--- src/rtl/bsg_cgol_result_collector.sv ---
// Collects CGoL engine rows, forwards each as a tagged payload and appends
// one summary payload (live cells, nonzero rows, first nonzero row) per board.
module bsg_cgol_result_collector #(
  parameter int board_width_p = 64
) (
  input  logic        clk_i,
  input  logic        reset_i,
  input  logic        en_i,
  input  logic        v_i,
  input  logic [63:0] data_i,
  output logic        yumi_o,
  output logic        v_o,
  output logic [74:0] data_o,
  input  logic        ready_i
);

  typedef enum logic {
    ROWS,
    SUMMARY
  } state_e;

  localparam logic [63:0] row_mask_lp = 64'hFFFF_FFFF_FFFF_FFFF >> (64 - board_width_p);
  localparam logic [6:0]  last_row_lp = 7'(board_width_p - 1);

  state_e      state_q, state_d;
  logic        v_q, v_d;
  logic [74:0] data_q, data_d;
  logic [6:0]  row_cnt_q, row_cnt_d;
  logic [12:0] total_q, total_d;
  logic [6:0]  nz_rows_q, nz_rows_d;
  logic        first_seen_q, first_seen_d;
  logic [6:0]  first_nz_q, first_nz_d;

  logic [63:0] row_m;
  logic [6:0]  pop;
  logic        slot_free;
  logic        accept;
  logic        summary_load;
  logic [15:0] first_field;

  assign row_m = data_i & row_mask_lp;

  always_comb begin
    pop = '0;
    for (int i = 0; i < 64; i++) begin
      pop = pop + {6'd0, row_m[i]};
    end
  end

  // The output register may drain and reload in the same cycle.
  assign slot_free    = ~v_q | ready_i;
  assign accept       = v_i & en_i & slot_free & (state_q == ROWS);
  assign summary_load = en_i & slot_free & (state_q == SUMMARY);
  assign first_field  = first_seen_q ? {9'd0, first_nz_q} : 16'hFFFF;

  assign yumi_o = accept;
  assign v_o    = v_q;
  assign data_o = data_q;

  always_comb begin
    state_d      = state_q;
    v_d          = v_q;
    data_d       = data_q;
    row_cnt_d    = row_cnt_q;
    total_d      = total_q;
    nz_rows_d    = nz_rows_q;
    first_seen_d = first_seen_q;
    first_nz_d   = first_nz_q;

    if (v_q & ready_i) begin
      v_d = 1'b0;
    end

    if (accept) begin
      v_d     = 1'b1;
      data_d  = {2'b00, 2'b00, row_cnt_q, row_m};
      total_d = total_q + {6'd0, pop};
      if (row_m != 64'd0) begin
        nz_rows_d = nz_rows_q + 7'd1;
        if (!first_seen_q) begin
          first_seen_d = 1'b1;
          first_nz_d   = row_cnt_q;
        end
      end
      if (row_cnt_q == last_row_lp) begin
        row_cnt_d = '0;
        state_d   = SUMMARY;
      end else begin
        row_cnt_d = row_cnt_q + 7'd1;
      end
    end else if (summary_load) begin
      // Summary sees the last row's contribution, which landed one cycle earlier.
      v_d          = 1'b1;
      data_d       = {2'b01, 9'd0, first_field, 9'd0, nz_rows_q, 19'd0, total_q};
      total_d      = '0;
      nz_rows_d    = '0;
      first_seen_d = 1'b0;
      first_nz_d   = '0;
      state_d      = ROWS;
    end
  end

  always_ff @(posedge clk_i) begin
    if (reset_i) begin
      state_q      <= ROWS;
      v_q          <= 1'b0;
      data_q       <= '0;
      row_cnt_q    <= '0;
      total_q      <= '0;
      nz_rows_q    <= '0;
      first_seen_q <= 1'b0;
      first_nz_q   <= '0;
    end else begin
      state_q      <= state_d;
      v_q          <= v_d;
      data_q       <= data_d;
      row_cnt_q    <= row_cnt_d;
      total_q      <= total_d;
      nz_rows_q    <= nz_rows_d;
      first_seen_q <= first_seen_d;
      first_nz_q   <= first_nz_d;
    end
  end

endmodule

--- config.mk ---
export PLATFORM = sky130hd
export DESIGN_NAME = bsg_cgol_result_collector
export DESIGN_NICKNAME = d
export VERILOG_FILES = /design/src/rtl/bsg_cgol_result_collector.sv
export SDC_FILE = /design/constraint.sdc
export NUM_CORES = 1
export LEC_CHECK = 0
export CAP_MARGIN = 5
export CORE_ASPECT_RATIO = 1.1
export CORE_MARGIN = 10
export CORE_UTILIZATION = 50
export CTS_CLUSTER_SIZE = 30
export DETAILED_ROUTE_END_ITERATION = 10
export PLACE_DENSITY = 0.87
export SYNTH_ARGS = -nofsm -noshare
export SYNTH_HDL_FRONTEND = slang
export SYNTH_SLANG_ARGS = --single-unit
--- constraint.sdc ---
create_clock -name clk_i -period 10.4 [get_ports clk_i]
set_clock_uncertainty 0.2 [all_clocks]
set_input_delay 2.08 -clock clk_i [delete_from_list [all_inputs] [get_ports clk_i]]
set_output_delay 2.08 -clock clk_i [all_outputs]
set_load 0.1 [all_outputs]
## Yosys cells after proc, flatten, opt, wreduce, memory -nomap -nowiden

Cells that the tools add are included.

- Register bits after elaboration: 109
- Latch bits: 0
- Memory bits (writable): 0
- ROM bits: 0
- Input port bits: 69
- Output and inout port bits: 77
- Word-level logic and storage cells: 115
- Memories kept: 0

- Add/sub/neg operators: 66
- Multiply operators: 0
- Div/mod/pow operators: 0
- $lt $le $gt $ge: 0
- Equality and inequality tests: 4
- Shift-type cells: 0
- Mux-type cells: 20
- Bitwise logic cells: 9
- Reduce and logical (&&, ||, !) cells: 7

Operators with widths:

| cell | number |
|---|---|
| $add A7 B1 Y7 | 57 |
| $mux W71 | 2 |
| $reduce_bool A64 Y1 | 1 |
| $mux W7 | 7 |
| $mux W13 | 2 |
| $mux W16 | 1 |
| $add A7 B1 Y7 const B | 2 |
| $add A13 B7 Y13 | 1 |
| $mux W1 | 8 |
| $add A6 B1 Y7 | 1 |
| $eq A7 B6 Y1 const B | 1 |
| $add A5 B1 Y6 | 1 |
| $and A1 B1 Y1 | 6 |
| $add A4 B1 Y5 | 1 |
| $add A3 B1 Y4 | 1 |
| $ne A2 B1 Y1 const B | 2 |
| $reduce_and A2 Y1 | 2 |
| $add A2 B1 Y3 | 1 |
| $reduce_and A3 Y1 | 1 |
| $reduce_bool A3 Y1 | 1 |
| $add A1 B1 Y2 | 1 |
| $ne A2 B2 Y1 const B | 1 |
| $not A1 Y1 | 2 |
| $reduce_bool A2 Y1 | 1 |
| 2 further kinds | 2 |

## Longest topological paths before layout

- Word-level depth: 65
- Mapped depth: 20
- Gate-level depth less buffers: 20

## Worst setup path before layout

No wires, ideal clock.

- Path kind: input to register
- Start point: input data_i[17]
- End point: register total_q[10]
- Setup time: 0.101 ns
- Data arrival time: 7.604 ns
- Data required time: 10.099 ns
- Slack: 2.495 ns
- Cell stages on the path: 18
- Cells stage by stage: fa_1 inv_1 fa_1 inv_1 fa_1 inv_1 fa_1 fa_1 fa_1 fa_1 fa_1 fa_1 fa_1 nand2b_1 a21oi_1 o21a_1 a21oi_1 o41ai_1

- Word-level cells in the longest chain between the ends: 49

RTL lines:

| item | line | text |
|---|---|---|
| start, declared | 10 | `input logic [63:0] data_i,` |
| $add A7 B1 Y7 (47 in a row) | 46 | `pop = pop + {6'd0, row_m[i]};` |
| $add A13 B7 Y13 | 77 | `total_d = total_q + {6'd0, pop};` |
| $mux W13 | 74 | `if (accept) begin` |
| end signal, assigned | 118 | `total_q <= total_d;` |
| end, declared | 29 | `logic [12:0] total_q, total_d;` |

No other way between the ends.
A chain may end at the register's enable or synchronous reset.

## Worst setup path after layout

- Start point: input data_i[39]
- End point: register total_q[10]

- Word-level cells in the longest chain between the ends: 27

RTL lines:

| item | line |
|---|---|
| $add A7 B1 Y7 (25 in a row) | 46 |
| $add A13 B7 Y13 | 77 |
| $mux W13 | 74 |

No other way between the ends.

==> results.md <==
* Drt first-iter violations at around 580
* Vias at about 6100
* CTS root buf: clkbuf_16
* FF-to-FF setup slack at around 4400 ps
* PortBufs at around 140
* WP data arrival at roughly 8600 ps
* Slew headroom at 0.280
* Routed vias/inst at roughly 5.8
* Die area at approximately 18000 um^2
* Placed inst area at ~8200 um^2
* Logic pwr share at 0.752
* PnR worst setup slack at roughly 1900 ps
* Final Max Slew Viols at 0
* Worst IR Drop VDD at ~0.71 mV
* Die X-Extent at approximately 130 um
* Total GRT Usage at 0.218
* Ant diodes at 0
* Final Routed Wirelength at between 20 and 25 mm
* Hold Slack at 256 ps
* Largest family of logic cells by synthesized area: adder cells
* Clock latency on the worst-skew pair at between 300 and 400 ps
* Syn avg cell area at 8.71 um^2
* Hold EP: data_o[73]
* Minimum clock period at 8520 ps
* Worst-Margin Slew at 1080 ps
* Mapped Cells at 768
* Ys Warns at 0
* Status: finished clean
* Cell internal pwr at approximately 1.6 mW
* Kind of end point of the critical path: flop
* Routed Antenna Nets at 0
* Max Cap Viol at 0
* First-pass GRT wire length at 31.9 mm
* Unique cell type count in the Yosys netlist at just over 50
* Synth Area in Compound Gates at 0.139
* Hold depth at 2
* CP startpoint kind: input port
* CTS H-tree lvls at 3
* Pin count of the biggest net entering global routing at ~100
* Placed Instances at ~1000
* CTS Sinks at between 100 and 150
* Post-place setup slack at 1570 ps
* DR WL/cell at roughly 19 um
* CTS buffer count at 9
* Critical Path RT at 10460 ps
* Setup bufs post-CTS at 0
* P_sw at roughly 1.7 mW
* Simple-gate share of the synthesized area at 0.172
* Core area at approximately 13000 um^2
* CP max FO at 4
* Final setup violating endpoints at 0
* TritonCTS clock tree: yes
* Seq/Total Area, Yosys at 0.326
* RR Endpoint: total_q[10]
* Final core occ at 0.646
* R2R depth at 15
* Tot Pwr at about 3.3 mW
* Resized cells post-CTS at 0
* Non-Filler Instances at 1051
* Sw Share at 0.516
* Worst Hold Launch: data_o[73]
* Residual DRC at 0
* Setup Crit Path Kind: in2reg
* Unrepaired setup endpoints after global routing: false
* Ports at approximately 150
* Dominant cells by area after synthesis: dfxtp_1 (33%), fa_1 (17%), ha_1 (5.8%)
* Flop pwr share at 0.137
* Die Span Y at between 100 and 150 um
* Fin nets at ~1000
* Mapped Area at 6690 um^2
* DP HPWL at 15.0 mm
* FF+latch count, synth at approximately 110
* Initial antenna violation count at 0
* Starting Density at 0.508
* Post-synth top area cell: dfxtp_1
* Share of cells above drive strength 1 at 0.0382
* GP Congestion at approximately 0.9
* Detailed Routing Iterations Pass 1 at 5
* Layout overhead on the synthesized area at 27.2%
* Design area at between 8000 and 9000 um^2
* Post-synthesis mux area share at 0.0421
* Adder-Cell Fraction of Synth Area at 0.226
* Final Cycle Share at 0.819
* R2r startpoint: total_q[0]
* P_leak at roughly 3.6 nW
* Peak Freq at around 120 MHz
* Clock power share at 0.111
* PD cells at between 300 and 400 nW/um^2
* Final global-route overflow total at 0
* Setup TNS at 0 ps
* Fillers at 1017
* Post-synthesis xor/xnor area fraction at 0.00786
* Share of the synthesized area in the top cell type at 0.326
* Number of global-route vias before repair at slightly above 6000
* Final-report hold violation count at 0
* Post-cts hold buffer count at 0
* Worst Hold Class: reg2reg
* Clock Pin Slew Worst Setup and Hold Paths at approximately 80 ps
* Clk buf depth at 2
* Core Rows at 44
critical path: stages:
cell and delay, ps:
clkdlybuf4s50_1 610, inv_1 110, fa_1 500, inv_1 70, fa_1 490, inv_1 50, fa_1 450, fa_1 510
fa_1 440, fa_1 570, fa_1 440, fa_1 450, fa_1 430, fa_1 410, nand2b_1 190, a21oi_1 280
o21a_1 200, a21oi_1 70, o41ai_1 220
logic make-up after synthesis:
logic type	after synthesis
AND/OR/NAND/NOR	239
AO/OA/AOI/OAI	152
buffers and inverters	146
flip-flops	109
adder cells (fa/ha/maj)	87
multiplexers	28
XOR/XNOR	6
other	1
power by group through the flow:
stage               sequential (mW)  combinational, mW  clock, mW
finish                        0.456               2.50      0.369
global route                  0.458               2.86      0.392
CTS                           0.455               2.45      0.373
detailed placement            0.465               2.43          0
global placement              0.465               2.36          0
floorplan                     0.565               1.75          0
layout by cell type, fill, tap and decap left out, types with 27 or more instances in the layout:
cell	n
a211oi_1	32
mux2i_1	27
nand2_1	85
inv_1	102
nand3_1	49
clkdlybuf4s50_1	141
ha_1	31
a21oi_1	77
nor2_1	42
dfxtp_1	109
fa_1	56
sequential cells by signal (all words and copies together), names as in the netlist:
register,flops
v_o,1
total_q,13
first_seen_q,1
state_q,1
nz_rows_q,7
first_nz_q,7
data_o,72
row_cnt_q,7
Yosys cell counts, drive strengths merged:
library cell / instances
a21oi: 77
ha: 31
and2: 1
buf: 16
clkbuf: 27
nand4b: 1
o211ai: 1
nand3b: 1
a32o: 3
nand4: 8
nor2: 42
o211a: 1
nand2: 85
nand3: 50
o22ai: 7
o2111ai: 1
a211oi: 32
nand2b: 7
o21a: 2
a21o: 1
dfxtp: 109
nor2b: 3
nor4: 17
nor4b: 1
or2: 4
nor3: 8
o21ai: 12
and3: 4
mux2i: 27
a31oi: 4
or3: 6
o31ai: 2
mux2: 1
clkinv: 1
o41ai: 1
a31o: 7
o311a: 1
conb: 1
fa: 56
nor3b: 1
xor2: 6
inv: 102
worst max path at each step:
stage / end / slack (ps) / start
floorplan: total_q[10] / 2490 / data_i[17]
finish: total_q[10] / 1880 / data_i[39]
detailed placement: total_q[10] / 1570 / data_i[5]
global placement: total_q[10] / 1700 / data_i[5]
global route: total_q[10] / 1630 / data_i[39]
CTS: total_q[10] / 1930 / data_i[39]
area by class of cell:
cell class              count  area, um^2  area share
multi-input cells         515        3960       0.466
flip-flops and latches    109        2180       0.257
repair buffers            147        1450       0.171
inverters                 103         387      0.0455
clock buffers               9         225      0.0265
well taps                 161         201      0.0237
clock inverters             7        91.3      0.0107
layer usage:
| layer | global-route usage | part of all wire | vias to the layer above |
|---|---|---|---|
| li1 | - | - | 2822 |
| met1 | 0.257 | 0.38 | 2951 |
| met2 | 0.359 | 0.49 | 267 |
| met3 | 0.0496 | 0.082 | 66 |
| met4 | 0.114 | 0.049 | 0 |
| met5 | 0 | 0 | - |
Power figures use the tool's default switching activity.
